[config.mk]
export PLATFORM = sky130hd
export DESIGN_NAME = alu_cmd_driver_flat
export DESIGN_NICKNAME = d
export VERILOG_FILES = /design/src/rtl/alu_cmd_driver_if.sv /design/src/rtl/alu_cmd_driver.sv /design/src/flat_wrapper.sv
export SDC_FILE = /design/constraint.sdc
export NUM_CORES = 1
export LEC_CHECK = 0
export CAP_MARGIN = 25
export CORE_MARGIN = 4
export CORE_UTILIZATION = 50
export CTS_CLUSTER_SIZE = 28
export DETAILED_ROUTE_END_ITERATION = 10
export GPL_TIMING_DRIVEN = 0
export PLACE_DENSITY = 0.75
export SYNTH_ARGS = -nofsm -noshare
export SYNTH_HDL_FRONTEND = slang
export SYNTH_SLANG_ARGS = --single-unit
[constraint.sdc]
create_clock -name clk -period 2.95 [get_ports clk]
set_input_delay 0.295 -clock clk [delete_from_list [all_inputs] [get_ports clk]]
set_output_delay 0.295 -clock clk [all_outputs]
set_load 0.1 [all_outputs]
[src/rtl/alu_cmd_driver_if.sv]
// alu_cmd_driver_if: bundles the command stream, ALU operand/result bus and
// response stream of alu_cmd_driver.
//   cmd_*   : command stream into the driver (valid/ready) plus FIFO occupancy
//   alu_*   : registered operands out to an external combinational alu,
//             result/flags back from it
//   rsp_*   : captured result stream out of the driver (valid/ready)
// Modports: slave = the driver itself, master = the surrounding environment.
interface alu_cmd_driver_if #(
    parameter int unsigned N     = 8,
    parameter int unsigned DEPTH = 4
);
    localparam int unsigned CW = $clog2(DEPTH) + 1;

    logic          cmd_valid;
    logic          cmd_ready;
    logic [N-1:0]  cmd_a;
    logic [N-1:0]  cmd_b;
    logic [3:0]    cmd_op;
    logic          cmd_acc;
    logic [CW-1:0] cmd_count;

    logic [N-1:0]  alu_a;
    logic [N-1:0]  alu_b;
    logic [3:0]    alu_op;
    logic [N-1:0]  alu_y;
    logic          alu_z;
    logic          alu_c;
    logic          alu_nf;
    logic          alu_v;

    logic          rsp_valid;
    logic          rsp_ready;
    logic [N-1:0]  rsp_y;
    logic [3:0]    rsp_flags;

    modport slave (
        input  cmd_valid, cmd_a, cmd_b, cmd_op, cmd_acc,
        output cmd_ready, cmd_count,
        output alu_a, alu_b, alu_op,
        input  alu_y, alu_z, alu_c, alu_nf, alu_v,
        output rsp_valid, rsp_y, rsp_flags,
        input  rsp_ready
    );

    modport master (
        output cmd_valid, cmd_a, cmd_b, cmd_op, cmd_acc,
        input  cmd_ready, cmd_count,
        input  alu_a, alu_b, alu_op,
        output alu_y, alu_z, alu_c, alu_nf, alu_v,
        input  rsp_valid, rsp_y, rsp_flags,
        output rsp_ready
    );
endinterface

[src/rtl/alu_cmd_driver.sv]
// alu_cmd_driver: issuing end of the ALU operand interface. Buffers commands
// in a DEPTH-entry FIFO, presents one command at a time as registered
// A/B/opcode to an external combinational alu, captures Y and {Z,C,Nf,V}
// one cycle later and returns them on a valid/ready response stream.
// Ports:
//   clk   : single clock, rising edge
//   rst_n : synchronous active-low reset
//   bus   : alu_cmd_driver_if.slave (cmd_*, alu_*, rsp_*, cmd_count)
// Optional build macro ALU_DRV_ACC_CHAIN_EN: keeps an accumulator of the last
// captured Y and substitutes it for operand A on commands flagged cmd_acc.
module alu_cmd_driver #(
    parameter int unsigned N     = 8,
    parameter int unsigned DEPTH = 4
) (
    input  logic                clk,
    input  logic                rst_n,
    alu_cmd_driver_if.slave     bus
);
    localparam int unsigned PW = $clog2(DEPTH);
    localparam int unsigned CW = PW + 1;
`ifdef ALU_DRV_ACC_CHAIN_EN
    localparam int unsigned EW = 2 * N + 5;
`else
    localparam int unsigned EW = 2 * N + 4;
`endif

    typedef enum logic [1:0] {
        IDLE  = 2'd0,
        DRIVE = 2'd1,
        RESP  = 2'd2
    } state_t;

    state_t         state;
    logic [EW-1:0]  mem [DEPTH];
    logic [PW-1:0]  wr_ptr;
    logic [PW-1:0]  rd_ptr;
    logic [CW-1:0]  count;
    logic [N-1:0]   alu_a_q;
    logic [N-1:0]   alu_b_q;
    logic [3:0]     alu_op_q;
    logic           rsp_valid_q;
    logic [N-1:0]   rsp_y_q;
    logic [3:0]     rsp_flags_q;
`ifdef ALU_DRV_ACC_CHAIN_EN
    logic [N-1:0]   acc_q;
`endif

    logic           not_full_c;
    logic           non_empty_c;
    logic           push_c;
    logic           pop_c;
    logic [EW-1:0]  wr_entry_c;
    logic [EW-1:0]  head_c;
    logic [N-1:0]   head_a_c;

    // FIFO flow control, derived from registered occupancy only
    assign not_full_c  = (count != CW'(DEPTH));
    assign non_empty_c = (count != CW'(0));
    assign push_c      = bus.cmd_valid && not_full_c;
    assign pop_c       = non_empty_c &&
                         ((state == IDLE) || ((state == RESP) && bus.rsp_ready));

    // FIFO entry layout: {[acc,] op, b, a}
`ifdef ALU_DRV_ACC_CHAIN_EN
    assign wr_entry_c = {bus.cmd_acc, bus.cmd_op, bus.cmd_b, bus.cmd_a};
`else
    assign wr_entry_c = {bus.cmd_op, bus.cmd_b, bus.cmd_a};
    logic unused_cmd_acc;
    assign unused_cmd_acc = bus.cmd_acc;
`endif

    assign head_c = mem[rd_ptr];

    // operand A for the next load, optionally chained from the previous result
`ifdef ALU_DRV_ACC_CHAIN_EN
    assign head_a_c = head_c[2*N+4] ? acc_q : head_c[N-1:0];
`else
    assign head_a_c = head_c[N-1:0];
`endif

    // FIFO storage, no reset needed: occupancy tracking masks stale entries
    always_ff @(posedge clk) begin
        if (rst_n && push_c) begin
            mem[wr_ptr] <= wr_entry_c;
        end
    end

    // FIFO pointers/occupancy and the issue/capture FSM
    always_ff @(posedge clk) begin
        if (!rst_n) begin
            wr_ptr      <= '0;
            rd_ptr      <= '0;
            count       <= '0;
            state       <= IDLE;
            alu_a_q     <= '0;
            alu_b_q     <= '0;
            alu_op_q    <= '0;
            rsp_valid_q <= 1'b0;
            rsp_y_q     <= '0;
            rsp_flags_q <= '0;
`ifdef ALU_DRV_ACC_CHAIN_EN
            acc_q       <= '0;
`endif
        end else begin
            if (push_c) begin
                wr_ptr <= wr_ptr + PW'(1);
            end
            if (pop_c) begin
                rd_ptr <= rd_ptr + PW'(1);
            end
            case ({push_c, pop_c})
                2'b10:   count <= count + CW'(1);
                2'b01:   count <= count - CW'(1);
                default: count <= count;
            endcase

            case (state)
                IDLE: begin
                    if (non_empty_c) begin
                        alu_a_q  <= head_a_c;
                        alu_b_q  <= head_c[2*N-1:N];
                        alu_op_q <= head_c[2*N+3:2*N];
                        state    <= DRIVE;
                    end
                end
                DRIVE: begin
                    rsp_y_q     <= bus.alu_y;
                    rsp_flags_q <= {bus.alu_z, bus.alu_c, bus.alu_nf, bus.alu_v};
                    rsp_valid_q <= 1'b1;
`ifdef ALU_DRV_ACC_CHAIN_EN
                    acc_q       <= bus.alu_y;
`endif
                    state       <= RESP;
                end
                RESP: begin
                    if (bus.rsp_ready) begin
                        rsp_valid_q <= 1'b0;
                        if (non_empty_c) begin
                            alu_a_q  <= head_a_c;
                            alu_b_q  <= head_c[2*N-1:N];
                            alu_op_q <= head_c[2*N+3:2*N];
                            state    <= DRIVE;
                        end else begin
                            state <= IDLE;
                        end
                    end
                end
                default: state <= IDLE;
            endcase
        end
    end

    assign bus.cmd_ready = not_full_c;
    assign bus.cmd_count = count;
    assign bus.alu_a     = alu_a_q;
    assign bus.alu_b     = alu_b_q;
    assign bus.alu_op    = alu_op_q;
    assign bus.rsp_valid = rsp_valid_q;
    assign bus.rsp_y     = rsp_y_q;
    assign bus.rsp_flags = rsp_flags_q;
endmodule

[src/flat_wrapper.sv]
// flat-port wrapper written by rule: the top's interface ports become plain ports
module alu_cmd_driver_flat 
#(
    parameter int unsigned N     = 8,
    parameter int unsigned DEPTH = 4
)
  (clk, rst_n, bus_cmd_valid, bus_cmd_a, bus_cmd_b, bus_cmd_op, bus_cmd_acc, bus_cmd_ready, bus_cmd_count, bus_alu_a, bus_alu_b, bus_alu_op, bus_alu_y, bus_alu_z, bus_alu_c, bus_alu_nf, bus_alu_v, bus_rsp_valid, bus_rsp_y, bus_rsp_flags, bus_rsp_ready);
  alu_cmd_driver_if #(.N(N), .DEPTH(DEPTH)) bus_i ();
  input  logic clk;
  input  logic rst_n;
  input wire logic [$bits(bus_i.cmd_valid)-1:0] bus_cmd_valid;
  input wire logic [$bits(bus_i.cmd_a)-1:0] bus_cmd_a;
  input wire logic [$bits(bus_i.cmd_b)-1:0] bus_cmd_b;
  input wire logic [$bits(bus_i.cmd_op)-1:0] bus_cmd_op;
  input wire logic [$bits(bus_i.cmd_acc)-1:0] bus_cmd_acc;
  output wire logic [$bits(bus_i.cmd_ready)-1:0] bus_cmd_ready;
  output wire logic [$bits(bus_i.cmd_count)-1:0] bus_cmd_count;
  output wire logic [$bits(bus_i.alu_a)-1:0] bus_alu_a;
  output wire logic [$bits(bus_i.alu_b)-1:0] bus_alu_b;
  output wire logic [$bits(bus_i.alu_op)-1:0] bus_alu_op;
  input wire logic [$bits(bus_i.alu_y)-1:0] bus_alu_y;
  input wire logic [$bits(bus_i.alu_z)-1:0] bus_alu_z;
  input wire logic [$bits(bus_i.alu_c)-1:0] bus_alu_c;
  input wire logic [$bits(bus_i.alu_nf)-1:0] bus_alu_nf;
  input wire logic [$bits(bus_i.alu_v)-1:0] bus_alu_v;
  output wire logic [$bits(bus_i.rsp_valid)-1:0] bus_rsp_valid;
  output wire logic [$bits(bus_i.rsp_y)-1:0] bus_rsp_y;
  output wire logic [$bits(bus_i.rsp_flags)-1:0] bus_rsp_flags;
  input wire logic [$bits(bus_i.rsp_ready)-1:0] bus_rsp_ready;
  assign bus_i.cmd_valid = bus_cmd_valid;
  assign bus_i.cmd_a = bus_cmd_a;
  assign bus_i.cmd_b = bus_cmd_b;
  assign bus_i.cmd_op = bus_cmd_op;
  assign bus_i.cmd_acc = bus_cmd_acc;
  assign bus_cmd_ready = bus_i.cmd_ready;
  assign bus_cmd_count = bus_i.cmd_count;
  assign bus_alu_a = bus_i.alu_a;
  assign bus_alu_b = bus_i.alu_b;
  assign bus_alu_op = bus_i.alu_op;
  assign bus_i.alu_y = bus_alu_y;
  assign bus_i.alu_z = bus_alu_z;
  assign bus_i.alu_c = bus_alu_c;
  assign bus_i.alu_nf = bus_alu_nf;
  assign bus_i.alu_v = bus_alu_v;
  assign bus_rsp_valid = bus_i.rsp_valid;
  assign bus_rsp_y = bus_i.rsp_y;
  assign bus_rsp_flags = bus_i.rsp_flags;
  assign bus_i.rsp_ready = bus_rsp_ready;
  alu_cmd_driver #(.N(N), .DEPTH(DEPTH)) u_core (.clk(clk), .rst_n(rst_n), .bus(bus_i));
endmodule
# Word level (Yosys, flattened, before mapping)
# Memories as Yosys holds them, arrays and structs flattened. A register that Yosys moved wholly into a read port is not among the register bits.
# Index checks and enable logic that the tools add are counted.
# classes
addsub	4
eq_ne	7
n_mux	20
n_reduce_logical	13
# op_table
operator	count
8-bit 2-to-1 mux	4
8-bit one-hot mux with 2 select lines	2
2-bit 2-to-1 mux	4
4-bit 2-to-1 mux	2
4-bit one-hot mux with 2 select lines	1
2-bit one-hot mux with 3 select lines	1
3-bit one-hot mux with 2 select lines	1
2-bit AND reduction	3
2-bit nonzero test	3
2-bit by 1-bit adder with 2-bit output (second input constant)	2
2-bit by 1-bit == test with 1-bit output (second input constant)	2
2-bit == test (second input constant)	2
1-bit logical AND	4
1-bit 2-to-1 mux	4
3-bit by 1-bit adder with 3-bit output (second input constant)	1
3-bit != test (second input constant)	1
3-bit nonzero test	1
3-bit by 1-bit subtractor with 3-bit output (second input constant)	1
2-bit logical NOT	1
2-bit by 1-bit != test with 1-bit output (second input constant)	1
2-bit != test (second input constant)	1
1-bit one-hot mux with 2 select lines	1
1-bit logical OR	1
# word_totals
ff_bits	42
ram_bits	80
inputBits	37
output_inout_bits	37
word_cells	55
n_memories	1
# mem_list
name	depth	word_bits	read_ports	rd_ports_with_merged_regs	write_ports	line_no	source
u_core.mem	4	20	1	1	1	alu_cmd_driver.sv:34	logic [EW-1:0] mem [DEPTH];

# Longest topological paths before layout
# depth
ltp_word	6
depth_mapped	10
mapped_depth_nobuf	9

# Worst setup path before layout
# OpenSTA, ideal clock, no wires.
# synth_timing
path_kind	reg-to-reg
start	register u_core.count[2], in the netlist u_core.bus.cmd_count[2]
end	register u_core.count[2], in the netlist u_core.bus.cmd_count[2]
arrival_ns	3.079
t_required_ns	2.879
path_slack_ns	-0.200
stages_incl_launch_ff	11
path_buffers	1
synth_period_minus_slack_ns	3.150
cell_sequence	dfxtp_1 -> or3b_1 -> buf_6 -> and2_4 -> inv_1 -> ha_1 -> inv_1 -> fa_1 -> xor2_1 -> or3_2 -> a21oi_1
# synth_via
elab_chain_len	4
word_cells_on_any_way	10
cone_classes	add/sub: 2; eq/ne: 3; mux: 1; reduce/logical: 4
# synth_rtl
item	line_no	source
from (decl)	alu_cmd_driver.sv:37	logic [CW-1:0] count;
from (signal assigned)	alu_cmd_driver.sv:112	2'b10: count <= count + CW'(1);
from (signal assigned)	alu_cmd_driver.sv:113	2'b01: count <= count - CW'(1);
from (signal assigned)	alu_cmd_driver.sv:114	default: count <= count;
3-bit != test *	alu_cmd_driver.sv:57	assign not_full_c = (count != CW'(DEPTH));
via bus_cmd_ready	flat_wrapper.sv:16	output wire logic [$bits(bus_i.cmd_ready)-1:0] bus_cmd_ready;
1-bit logical AND *	alu_cmd_driver.sv:59	assign push_c = bus.cmd_valid && not_full_c;
2-bit by 1-bit == test with 1-bit output / 2-bit == test (equally long branches)	alu_cmd_driver.sv:111	case ({push_c, pop_c})
3-bit one-hot mux with 2 select lines / 2-bit nonzero test (equally long branches)	--	
# The timed path passes the listed nets; every way through them passes the cells marked *.
# A chain may end at the register's enable or synchronous reset.

# Final worst setup path
# layout_timing
start	register u_core.count[0], in the netlist u_core.bus.cmd_count[0]
end	output bus_cmd_ready
# layout_via
elab_chain_len	1
# layout_rtl
item	line_no
3-bit != test	alu_cmd_driver.sv:57
to (decl)	flat_wrapper.sv:16
# Every way passes these cells.

==> key figures <==
Status
  • Outcome: completed

Clock network
  • Max clock buf depth: 2
  • Clock tree root buffer cell: clkbuf_8
  • H-tree lvl count: 4
  • Cts bufs inserted: 17
  • CTS clock-pin slew for the worst setup and hold paths: approximately 0.050 ns
  • TritonCTS clock tree: done
  • Hold-fix buffer count after cts: 0
  • Post-CTS setup repair buffer count: 0
  • CTS resizes: 0
  • Clk sink count: 124
  • Clk_lat worst skew: around 0.50 ns

Cells and area
  • Post-layout util: about two thirds
  • Filler cells: approximately 590
  • Design Area, Final: 0.00606 sq mm
  • Nets: about 430
  • Area of the multi-input gates: 0.00120 sq mm
  • Antenna diode count: 0
  • Share of layout cells above drive strength 1: between 15 and 20%
  • Area grow syn2layout: 31.9%
  • Total area of sequential cells: 0.00329 sq mm

Drt
  • Vias: 2716
  • DR DRC count: 0
  • DR pass1 iterations: 4
  • Routed len/inst: 17.5 microns
  • Routed vias/inst: 5.39
  • Remaining antenna violation count: 0
  • Drt total wl: 8830 microns
  • DR iter-0 viols: 255

Synthesis
  • XOR/XNOR Fraction of Synth Area: 0.381%
  • Synth async-reset ratio: 0%
  • Syn Area/Cell: approximately 16 sq um
  • Yosys reg bits: roughly 120
  • Unique masters post-synth: 35
  • Post-Syn Area: roughly 0.0046 sq mm
  • Simple-gate share of the synthesized area: under 10%
  • Register area share after synthesis: 71.5%
  • Synth Area in Adders: approximately 1.8%
  • Largest family of logic cells by synthesized area: multiplexers
  • Top FF cell, synth: edfxtp_1
  • Post-Syn Nets: approximately 330
  • Multiplexer share of the synthesized area: roughly a tenth
  • Compound-Gate Fraction of Synth Area: under 10%
  • Ys Warns: 0
  • EDFF count, synth: 80
  • Post-Syn Instances: 289

Setup path
  • Kind of critical path: reg2out
  • Critical path depth in cells: 3
  • CP max FO: 6
  • Crit end category: primary output
  • FF-to-FF path depth: 9
  • R2R Path End: u_core.bus.cmd_count[2]$_SDFFE_PN0P_
  • CP required: between 2 and 3 ns
  • Crit-path cells: or3b_1 > buf_6 > clkdlybuf4s50_1
  • Worst-path cell with the longest stage delay: clkdlybuf4s50_1
  • RR Startpoint: u_core.state[1]$_SDFFE_PN0P_
  • Reg2reg setup slack: 0.42 ns
  • Crit path arrival time: around 2.4 ns
  • Crit. Startpoint: u_core.bus.cmd_count[0]$_SDFFE_PN0P_
  • Buf+Inv Stages, Crit Path: 2
  • Worst Setup Start Kind: register
  • Largest delay share family, worst path: buffers and inverters
  • Worst path max stage delay: a little under 1 ns
  • Critical Path Sink: bus_cmd_ready

STA
  • Worst rel slew slack: a little under a third
  • Setup TNS: 0 ns
  • RSZ-0062 raised after global routing: false
  • Final setup fails: 0
  • Final Cycle Share: between 90% and 100%
  • Slew @ Worst Pin: 1.03 ns
  • Fin crit period: about 2.7 ns
  • Hold Fails Final Rpt: 0
  • Maximum clock rate: between 300 and 400 MHz
  • Post-Route Skew: roughly 0.008 ns
  • Slew Limit Fails: 0

Pwr
  • NetSw: about 2800 uW
  • Pint: 4020 uW
  • PwrDens: 1120 mW/mm^2
  • Switch share: roughly 41%
  • Comb power frac: 39.9%
  • Reg power frac: roughly a third
  • Leakage Power: just over 0.002 uW
  • Clock share of power: between 20% and 30%
  • Maximum VDD drop: 0.591 mV
  • Total design power: ~6800 uW

Placed design
  • Detailed Place HPWL: around 5900 microns
  • Gpl congestion: just over 0.7
  • Port bufs: between 70 and 80
  • Placed Area: roughly 0.0055 sq mm

Floorplanning
  • Row Count: 34
  • CORE AREA: a little under 0.009 sq mm
  • Chip Width: ~100 microns
  • DIE HEIGHT: 104 microns
  • Die area: around 0.011 sq mm
  • Initial Utilization: 51.9%
  • Top Ports: 74

Global routing
  • Vias in the first global route: around 2800
  • Total GRT Usage: between 10% and 20%
  • Initial antenna violation count: 0
  • Largest net degree at the start of global routing: 18
  • First-pass GRT wire length: about 14000 microns
  • Gr ovfl total: 0

Min path
  • Hold WC Path Type: in2reg

Flow run
  • Max Cap Violations: 0
[worst register-to-register path, cell delays in order (launching register included)]
cell	delay (ns)
dfxtp_1	0.33
nor2b_1	0.20
nor3_1	0.26
buf_2	0.32
ha_1	0.23
inv_1	0.06
fa_1	0.37
xor2_1	0.15
or3_2	0.40
a21oi_1	0.14
[sequential cells by signal, summed over array words and instances, names as in the netlist, named ones only]
signal,cells
u_core.wr_ptr,2
u_core.mem,80
u_core.bus.rsp_y,8
u_core.bus.cmd_count,3
u_core.state,2
u_core.bus.rsp_valid,1
u_core.bus.alu_op,4
u_core.rd_ptr,2
u_core.bus.rsp_flags,4
u_core.bus.alu_a,8
u_core.bus.alu_b,8
[placed cells by master (no fill, tap or decap), drive strengths merged, types with 2 or more instances in the layout]
| cell | n |
|---|---|
| o2bb2ai | 20 |
| clkinv | 5 |
| clkdlybuf4s50 | 71 |
| nand2b | 2 |
| a21o | 2 |
| edfxtp | 80 |
| xor2 | 2 |
| clkbuf | 31 |
| and3 | 4 |
| ha | 5 |
| inv | 8 |
| nand3 | 2 |
| nor2 | 4 |
| a21oi | 19 |
| buf | 13 |
| dfxtp | 44 |
| clkinvlp | 2 |
| mux4 | 20 |
| nand2 | 45 |
| nor3 | 2 |
[per-layer routing]
metal	global-route usage, %	vias up	wire length (microns)
li1	-	1282	-
met2	29.5	89	4690
met4	5.79	0	28
met1	21.2	1343	3620
met3	5.29	2	495
met5	0	-	0
[area by class of cell]
type,count,area share (%)
clock inverter,8,1.14
inverter,8,0.496
sequential,124,54.3
multi-input combinational,141,19.8
buffer,16,1.28
timing repair buffer,75,13.1
tap,108,2.23
clock buffer,24,7.60
[power groups by stage]
stage	Combinational (uW)	Sequential, uW	Clock, uW
2_1_floorplan	796	3560	0
3_3_place_gp	2670	2290	0
3_5_place_dp	2730	2310	0
4_1_cts	2740	2270	1850
5_1_grt	2850	2300	1940
6_report	2710	2270	1820
[kinds of logic after synthesis]
| logic type | after synthesis |
|---|---|
| and+or+nand+nor | 68 |
| buffers and inverters | 24 |
| muxes | 21 |
| AOI/OAI and AO/OA | 44 |
| xor gates and xnor gates | 2 |
| adders and majority gates | 6 |
| DFF | 124 |
[cell usage after synthesis (2+ instances only)]
library cell,number,share of area (%)
edfxtp_1,80,52
nand2_1,45,3.7
dfxtp_1,44,19
mux4_2,20,9.8
o2bb2ai_1,20,3.8
a21oi_1,18,2.0
buf_2,8,0.87
clkbuf_1,7,0.57
inv_1,7,0.57
ha_1,5,1.4
and3_1,4,0.54
nor2_1,4,0.33
a21o_1,2,0.33
nand2b_1,2,0.27
nand3_1,2,0.22
xor2_1,2,0.38
[worst min-delay path by stage]
stage,startpoint,end,slack [ns],cells past startpoint
after floorplan,bus_cmd_a[0],u_core.mem[0][0]$_DFFE_PP_,0.39,0
after global placement,u_core.bus.rsp_flags[3]$_SDFFE_PN0P_,u_core.bus.rsp_flags[3]$_SDFFE_PN0P_,0.44,2
after detailed placement,u_core.bus.rsp_flags[3]$_SDFFE_PN0P_,u_core.bus.rsp_flags[3]$_SDFFE_PN0P_,0.45,2
after CTS,rst_n,u_core.bus.alu_b[0]$_SDFFE_PN0P_,0.13,3
after global routing,rst_n,u_core.bus.alu_b[1]$_SDFFE_PN0P_,0.15,3
final,rst_n,u_core.bus.alu_b[0]$_SDFFE_PN0P_,0.14,3
[stage by stage]
| step | hold WS, ns | instances | setup slack (ns) |
|---|---|---|---|
| floorplan | 0.394 | 289 | 0.126 |
| global placement | 0.442 | 468 | 0.0625 |
| detailed placement | 0.447 | 472 | 0.0139 |
| CTS | 0.128 | 504 | 0.265 |
| global route | 0.146 | 504 | 0.216 |
| finish | 0.143 | 504 | 0.295 |
No activity file was read; power rests on OpenSTA's default activity.
